<file path="src/rtl/dtree_mc.sv">
// dtree_mc: multichannel oblique decision-tree classifier, one multiply-accumulate per cycle.
// Define DTREE_MC_SKIP_ZERO_EN to skip MAC cycles whose coefficient is zero (latency only).
module dtree_mc #(
  parameter int CHANNELS    = 4,
  parameter int FEATURES    = 3,
  parameter int DEPTH       = 2,
  parameter int IN_WIDTH    = 10,
  parameter int COEFF_WIDTH = 4,
  localparam int NODES = (1 << DEPTH) - 1,
  localparam int CHW   = (CHANNELS > 1) ? $clog2(CHANNELS) : 1,
  localparam int NW    = $clog2(NODES + 1),
  localparam int FW    = $clog2(FEATURES + 1)
) (
  input  logic                       clk,
  input  logic                       reset,
  input  logic                       in_valid,
  output logic                       in_ready,
  input  logic [CHW-1:0]             in_channel,
  input  logic signed [IN_WIDTH-1:0] sample,
  input  logic                       cfg_we,
  input  logic [NW-1:0]              cfg_node,
  input  logic [FW-1:0]              cfg_feat,
  input  logic [IN_WIDTH-1:0]        cfg_data,
  output logic                       cfg_ready,
  output logic                       out_valid,
  input  logic                       out_ready,
  output logic [CHW-1:0]             out_channel,
  output logic [DEPTH-1:0]           out_leaf,
  output logic [1:0]                 dbg_state_o
);
  // Handshakes: a transfer happens on a rising edge where valid and ready are both high;
  // valid never depends on ready, and ready depends only on registered state.
  localparam int AW = IN_WIDTH + COEFF_WIDTH + $clog2(FEATURES) + 1;
  localparam int LW = (DEPTH > 1) ? $clog2(DEPTH) : 1;
  localparam int PW = IN_WIDTH + COEFF_WIDTH;

  typedef enum logic [1:0] {COLLECT = 2'd0, EVAL = 2'd1, DONE = 2'd2} state_t;

  state_t                     state_q, state_d;
  logic [FW-1:0]              cnt_q, cnt_d, f_q, f_d;
  logic [NW-1:0]              node_q, node_d, node_nx;
  logic [LW-1:0]              lvl_q, lvl_d;
  logic [DEPTH-1:0]           path_q, path_d;
  logic [CHW-1:0]             chan_q, chan_d;
  logic signed [AW-1:0]       acc_q, acc_d;

  logic signed [COEFF_WIDTH-1:0] coef_q [NODES][FEATURES];
  logic signed [IN_WIDTH-1:0]    bias_q [NODES];
  logic signed [IN_WIDTH-1:0]    feat_q [FEATURES];

  logic                       beat_acc, cfg_acc, dec_bit;
  logic [FW-1:0]              f_sel, first0_c, first_nx_c, next_f_c;
  logic signed [PW-1:0]       prod;
  logic signed [IN_WIDTH-1:0] bias0_eff;

  function automatic logic signed [AW-1:0] bias_ext(input logic signed [IN_WIDTH-1:0] b);
    logic signed [AW-1:0] w;
    w = AW'(b);
    return w <<< (COEFF_WIDTH - 1);
  endfunction

  assign in_ready    = (state_q == COLLECT);
  assign cfg_ready   = in_ready && (cnt_q == '0);
  assign out_valid   = (state_q == DONE);
  assign out_channel = chan_q;
  assign out_leaf    = path_q;
  assign dbg_state_o = state_q;

  assign beat_acc = in_valid && in_ready;
  assign cfg_acc  = cfg_we && cfg_ready && (int'(cfg_node) < NODES) && (int'(cfg_feat) <= FEATURES);

  // A bias write landing on the last beat must already be seen when node 0 is loaded.
  assign bias0_eff = (cfg_acc && cfg_node == '0 && int'(cfg_feat) == FEATURES) ?
                     cfg_data : bias_q[0];

  assign f_sel   = (int'(f_q) < FEATURES) ? f_q : '0;
  assign prod    = PW'(coef_q[node_q][f_sel]) * PW'(feat_q[f_sel]);
  assign dec_bit = acc_q[AW-1];
  assign node_nx = NW'(2 * int'(node_q) + 1 + int'(dec_bit));

`ifdef DTREE_MC_SKIP_ZERO_EN
  logic [FEATURES*COEFF_WIDTH-1:0] row_c [NODES];
  logic [FEATURES*COEFF_WIDTH-1:0] row0_eff;

  function automatic logic [FW-1:0] first_nz(input logic [FEATURES*COEFF_WIDTH-1:0] row,
                                             input int start);
    logic [FW-1:0] idx;
    idx = FW'(FEATURES);
    for (int f = FEATURES - 1; f >= 0; f--)
      if (f >= start && row[f*COEFF_WIDTH +: COEFF_WIDTH] != '0) idx = FW'(f);
    return idx;
  endfunction

  always_comb begin
    for (int n = 0; n < NODES; n++)
      for (int f = 0; f < FEATURES; f++)
        row_c[n][f*COEFF_WIDTH +: COEFF_WIDTH] = coef_q[n][f];
    row0_eff = row_c[0];
    if (cfg_acc && cfg_node == '0 && int'(cfg_feat) < FEATURES)
      row0_eff[int'(cfg_feat)*COEFF_WIDTH +: COEFF_WIDTH] = cfg_data[COEFF_WIDTH-1:0];
  end

  assign first0_c   = first_nz(row0_eff, 0);
  assign first_nx_c = first_nz(row_c[node_nx], 0);
  assign next_f_c   = first_nz(row_c[node_q], int'(f_q) + 1);
`else
  assign first0_c   = '0;
  assign first_nx_c = '0;
  assign next_f_c   = FW'(int'(f_q) + 1);
`endif

  always_comb begin
    state_d = state_q;
    cnt_d   = cnt_q;
    f_d     = f_q;
    node_d  = node_q;
    lvl_d   = lvl_q;
    path_d  = path_q;
    chan_d  = chan_q;
    acc_d   = acc_q;
    case (state_q)
      COLLECT: begin
        if (beat_acc) begin
          if (cnt_q == '0) chan_d = in_channel;
          if (int'(cnt_q) == FEATURES - 1) begin
            cnt_d   = '0;
            state_d = EVAL;
            node_d  = '0;
            lvl_d   = '0;
            path_d  = '0;
            f_d     = first0_c;
            acc_d   = bias_ext(bias0_eff);
          end else begin
            cnt_d = cnt_q + 1'b1;
          end
        end
      end
      EVAL: begin
        if (int'(f_q) < FEATURES) begin
          acc_d = acc_q + AW'(prod);
          f_d   = next_f_c;
        end else begin
          // Decision cycle: sign of the finished sum picks the child.
          path_d = DEPTH'({path_q, dec_bit});
          if (int'(lvl_q) == DEPTH - 1) begin
            state_d = DONE;
          end else begin
            node_d = node_nx;
            lvl_d  = lvl_q + 1'b1;
            f_d    = first_nx_c;
            acc_d  = bias_ext(bias_q[node_nx]);
          end
        end
      end
      DONE: begin
        if (out_ready) state_d = COLLECT;
      end
      default: state_d = COLLECT;
    endcase
  end

  always_ff @(posedge clk or negedge reset) begin
    if (!reset) begin
      state_q <= COLLECT;
      cnt_q   <= '0;
      f_q     <= '0;
      node_q  <= '0;
      lvl_q   <= '0;
      path_q  <= '0;
      chan_q  <= '0;
      acc_q   <= '0;
    end else begin
      state_q <= state_d;
      cnt_q   <= cnt_d;
      f_q     <= f_d;
      node_q  <= node_d;
      lvl_q   <= lvl_d;
      path_q  <= path_d;
      chan_q  <= chan_d;
      acc_q   <= acc_d;
    end
  end

  always_ff @(posedge clk or negedge reset) begin
    if (!reset) begin
      for (int n = 0; n < NODES; n++) begin
        bias_q[n] <= '0;
        for (int f = 0; f < FEATURES; f++) coef_q[n][f] <= '0;
      end
    end else if (cfg_acc) begin
      if (int'(cfg_feat) == FEATURES) bias_q[cfg_node] <= cfg_data;
      else coef_q[cfg_node][cfg_feat] <= cfg_data[COEFF_WIDTH-1:0];
    end
  end

  always_ff @(posedge clk or negedge reset) begin
    if (!reset) begin
      for (int f = 0; f < FEATURES; f++) feat_q[f] <= '0;
    end else if (beat_acc) begin
      feat_q[cnt_q] <= sample;
    end
  end
endmodule

</file>
<file path="config.mk">
export PLATFORM = sky130hd
export DESIGN_NAME = dtree_mc
export DESIGN_NICKNAME = d
export VERILOG_FILES = /design/src/rtl/dtree_mc.sv
export SDC_FILE = /design/constraint.sdc
export NUM_CORES = 1
export LEC_CHECK = 0
export CORE_MARGIN = 4
export CORE_UTILIZATION = 29
export DETAILED_ROUTE_END_ITERATION = 8
export DONT_BUFFER_PORTS = 1
export GPL_TIMING_DRIVEN = 0
export PLACE_DENSITY = 0.39
export SLEW_MARGIN = 20
export SYNTH_ARGS = -nofsm -noshare
export SYNTH_HDL_FRONTEND = slang
export SYNTH_SLANG_ARGS = --single-unit
</file>
<file path="constraint.sdc">
create_clock -name clk -period 7.17 [get_ports clk]
set_input_delay 1.0755 -clock clk [delete_from_list [all_inputs] [get_ports clk]]
set_output_delay 1.0755 -clock clk [all_outputs]
set_load 0.01 [all_outputs]
</file>
Word level (Yosys, flattened, before mapping)
Cells that the tools add are included.

Add/subtract/negate cells: 6. Multiply operators: 1. Div/mod/pow operators: 0. Order comparisons: 11. Equal/unequal tests: 11. Shift operators: 0. Mux-type cells: 52. Bitwise logic cells: 7. Reductions and logical operators: 21.

Operator list (number): $mux W10 (7); $mux W17 (4); $bwmux W30 (2); $bmux W10 S2 (2); $demux W10 S2 (2); $bwmux W36 (1); $mux W12 (3); $pmux W17 S2 (1); $mux W2 (14); $bmux W12 S2 (1); $demux W12 S2 (1); $ge A3 B3 Y1 const B (6); $not A2 Y3 (6); $add A17 B14 Y17 (1); $mul A4 B10 Y14 (1); $mux W4 (3); $pmux W2 S2 (3); $reduce_and A5 Y1 (2); $logic_and A1 B1 Y1 (9); $lt A3 B1 Y1 const B (3); $bmux W4 S2 (1); $demux W4 S2 (1); $reduce_and A4 Y1 (2); $add A2 B1 Y2 const B (3); 16 further kinds (30).

Register bits: 126. Bits in latches: 0. RAM bits: 0. Memory bits (read-only): 0. Bits of input ports: 31. Output and inout bits: 9. Logic and storage cells: 132. Memories: 0.

Longest topological paths before layout
Gate-level depths: netlist of run 1.

Word-level depth: 11. Depth in mapped cells: 21. Gate-level depth less buffers: 19.

Least setup slack after synthesis of run 1
No wires, ideal clock.

Path kind: reg-to-reg. Start point: register f_q[1]. End point: register acc_q[16]. Library setup time: 122 ps. Arrival time: 5058 ps. Required time: 7048 ps. Path slack: 1990 ps. Cell stages (with the launch flop): 20. Path buffers: 1. Period minus slack after synthesis: 5180 ps. Path through: dfrtp_1 > inv_1 > ha_1 > buf_2 > mux2_2 > a22o_1 > o21ai_1 > nor2_1 > fa_1 > inv_1 > fa_1 > fa_1 > inv_1 > fa_1 > a211oi_1 > nor2_1 > o41ai_1 > a31o_2 > a211oi_1 > nand2b_1.

Cells in the longest elaborated chain, start to end: 10. Elaborated cells on any way between the ends: 15. Classes of those cells: 1 x add/sub; 1 x mul; 1 x order compare; 1 x eq/ne; 9 x mux; 1 x bitwise; 1 x reduce/logical.

RTL lines: from (decl) (line 40) `logic [FW-1:0] cnt_q, cnt_d, f_q, f_d;`; from (signal assigned) (line 166) `f_q <= '0;`; from (signal assigned) (line 175) `f_q <= f_d;`; $lt A2 B2 Y1 (line 76, 139); $mux W2 (line 76) `assign f_sel = (int'(f_q) < FEATURES) ? f_q : '0;`; $not A2 Y3 (not written as such) (line 77) `assign prod = PW'(coef_q[node_q][f_sel]) * PW'(feat_q[f_sel]);`; $bmux W4 S2 or $bmux W10 S2 (tied branches) (line 77); $mux W4 (not written as such) or $mux W10 (tied branches) (2 in series) (line 77); $mul A4 B10 Y14 (line 77); $add A17 B14 Y17 (line 140) `acc_d = acc_q + AW'(prod);`; $mux W17 (line 139) `if (int'(f_q) < FEATURES) begin`; $pmux W17 S2 (line 121) `case (state_q)`; to (signal assigned) (line 171) `acc_q <= '0;`; to (signal assigned) (line 180) `acc_q <= acc_d;`; to (decl) (line 45) `logic signed [AW-1:0] acc_q, acc_d;`.

Several ways; a longest one is shown, not always the timed one. The select of a mux whose other input is x is not followed. A chain may end at the register's enable or synchronous reset.

Final worst setup path of run 1
Ends and elaborated chain as after synthesis.

==> results.cfg, run 1 <==
[run_status]
status = finished clean

[floorplan]
fp.dieW_um = 174.7
dieArea_sq_mm = 0.03053
io-pin-count = 40
initial_core_util_pct = 29.67
rows = 60
die_y_um = 174.7
core_area_sq_mm = 0.02718

[finish]
layout.cells.most_common = dfrtp_1
final_cells = 1176
final_nets = 899
mostFrequentLayoutCells = dfrtp_1 (126), mux2_2 (91), inv_1 (82)
syn_to_final_growth_pct = 13.21
drive_gt1_share_pct = 18.03
diodes = 0
fill_cells = 2811

[sta]
skew_ns = 0.008312
rsz0062_at_grt = false
fin_ws_ns = 1.063
max_freq_mhz = 163.8
finalHoldViolCount = 0
setup_viol = 0
finalCritPeriodShare_pct = 85.17
maxSlewHeadroom_pct = 51.27
fin_crit_ns = 6.107
worstMarginPinSlew_ns = 0.7254
slew_violations = 0
fin_tns_setup_ns = 0

[setup_path]
r2r-end = acc_q[16]$_DFFE_PN0P_
reg2reg_from = f_q[1]$_DFFE_PN0P_
reg2reg_setup_slack_ns = 1.06
start_kind = register
r2r_cells = 19
crit_path_end_kind = register
cp.required_ns = 7.48
critical_path_class = reg -> reg
critPathMaxFanout = 10
arrival_ns = 6.41

[routing]
drt_iter0_markers = 285
ant_nets = 0
drc = 0
wl_per_cell_um = 18.11
drt_first_pass_iters = 4
num_vias = 5551
vias_per_cell = 4.720
routed_wirelength_um = 21300

[cts]
ctsHoldBuffers = 0
root_buffer = clkbuf_16
cts.sinks = 126
h-tree-depth = 4
cts.path.max_buffers = 2
postCtsSetupBuffers = 0
cts_tree = yes
clk_latency_ns = 0.42
cts-buffers-inserted = 17
clkTransAtPathRegs_ns = 0.07
post_cts_resized = 0

[logic_synthesis]
ys_seq_area_share_pct = 39.11
synth_top_family_by_area = multiplexers
syn-cell-area_sq_mm = 0.008063
synth_compound_area_share_pct = 9.963
synth-xor-area-share_pct = 1.412
ys_ff_latch = 126
yosys.area_share.adder_pct = 15.49
synth_mux_area_share_pct = 16.93
synthArstFlopShare_pct = 100.0
syn_inst = 772
yosys_warnings = 0
synth.top_cell.area_share_pct = 39.11
synth_top_area_cell = dfrtp_1
synth.distinct_cells = 65
synthTopCellsByArea = dfrtp_1 (39%), mux2_2 (13%), fa_1 (9.4%), ha_1 (6.1%), inv_1 (3.8%)
ys.flop_type = dfrtp_1
synth-simple-area-share_pct = 11.27
avgSynthCellArea_sq_um = 10.44
synth_edf_count = 0
syn_nets = 880

[placement]
dp_hpwl_um = 16170
place_congestion = 0.7863
place_ws_ns = 1.078
dp_cells = 1144
io_buffers = 0

[job]
drv_cap = 0

[grt]
gr-total-overflow = 0
gr-usage-all-layers_pct = 14.51
antenna_found_initial = 0
grt_pass1_wl_um = 34380
grt_max_degree = 127
grt_pass1_vias = 5965

[hold_path]
min_path_type = in -> async
-- worst max path at each step --
stage / start / to / slack [ns]
after floorplan: f_q[1]$_DFFE_PN0P_ / acc_q[16]$_DFFE_PN0P_ / 1.99
after global placement: f_q[1]$_DFFE_PN0P_ / acc_q[16]$_DFFE_PN0P_ / 1.09
after detailed placement: node_q[1]$_DFFE_PN0P_ / acc_q[16]$_DFFE_PN0P_ / 1.08
after CTS: node_q[1]$_DFFE_PN0P_ / acc_q[16]$_DFFE_PN0P_ / 1.05
after global routing: f_q[0]$_DFFE_PN0P_ / acc_q[16]$_DFFE_PN0P_ / 0.64
final: f_q[1]$_DFFE_PN0P_ / acc_q[16]$_DFFE_PN0P_ / 1.06
-- registers in the layout, indices dropped and copies added (netlist names), 2 cells and up --
name and flops:
cnt_q 2, bias_q 30, dbg_state_o 2, feat_q 30
out_leaf 2, coef_q 36, acc_q 17, out_channel 2
f_q 2, node_q 2
-- synthesized netlist by cell type (2+ instances only) --
library cell  count
buf_1             2
o211ai_1          9
nor2b_1          12
a22o_1            4
nand2_1          72
mux4_2            2
o21ai_0          26
xor2_1            4
nand2b_1         10
ha_1             39
mux2i_1          28
nand3_1           8
mux2_2           91
a21o_1            6
o311ai_0          2
buf_2             7
xnor2_1           9
inv_1            82
a31oi_1           3
a221oi_1          3
buf_6             2
clkbuf_1         24
nor3_1            3
o21a_1            3
fa_1             38
nor4_1            2
a32o_1            2
o2bb2ai_1         4
a31o_2            3
o31ai_1           7
a21oi_1          26
nand4b_1          3
dfrtp_1         126
nor2_1           72
a211oi_1          8
-- final cells by class --
class / count / area (sq um) / share of cell area, %
Sequential cell: 126 / 3153 / 34.54
Inverter: 82 / 307.8 / 3.372
Clock inverter: 13 / 156.4 / 1.714
Buffer: 36 / 162.7 / 1.782
Clock buffer: 19 / 442.9 / 4.853
Tap cell: 372 / 465.4 / 5.099
Multi-Input combinational cell: 528 / 4439 / 48.64
-- through the flow --
step	instance area (sq um)	util [%]	hold slack, ns
2_1_floorplan	8063	-	0.4460
3_3_place_gp	8528	31.38	0.4594
3_5_place_dp	8528	31.38	0.4670
4_1_cts	9128	33.59	0.3257
5_1_grt	9128	33.59	0.3240
6_report	9128	33.59	0.3447
-- cell families (layout without fill, tap and decap cells) --
family                     after synthesis  after routing
AOI/OAI and AO/OA                      119            119
xor gates and xnor gates                13             13
adders and majority gates               77             77
buffers and inverters                  118            150
DFF                                    126            126
muxes                                  122            122
and+or+nand+nor                        197            197
-- per-layer routing --
metal / wire, um / track usage (%) / part of all wire, % / vias to the layer above
met4: 210 / 3.142 / 0.99 / 0
met2: 10320 / 24.37 / 48 / 54
li1: - / - / - / 2674
met5: 0 / 0 / 0 / -
met3: 690 / 3.137 / 3.2 / 13
met1: 10080 / 19.36 / 47 / 2810
-- critical path, stage by stage (launching register included) --
cell and delay, ns:
dfrtp_1 0.42, inv_1 0.09, ha_1 0.14, buf_2 0.26, mux2_2 0.37, a22o_1 0.27, o21ai_1 0.58, nor2_1 0.15
fa_1 0.51, inv_1 0.05, fa_1 0.46, fa_1 0.55, inv_1 0.07, fa_1 0.48, a211oi_1 0.32, nor2_1 0.16
o41ai_1 0.60, a31o_2 0.29, a211oi_1 0.07, nand2b_1 0.14
Power of run 1 is left out: the tool's default activity adds up to more than one toggle a clock period on the data nets, which glitch-free logic cannot reach.
==> run 2: changes to the inputs <==
SKIP_LAST_GASP = 1   (was default)
==> results of run 2 <==
Same layout as run 1: the final DEF is identical, and so are final timing and power.
Power of run 2 is left out for the same reason.
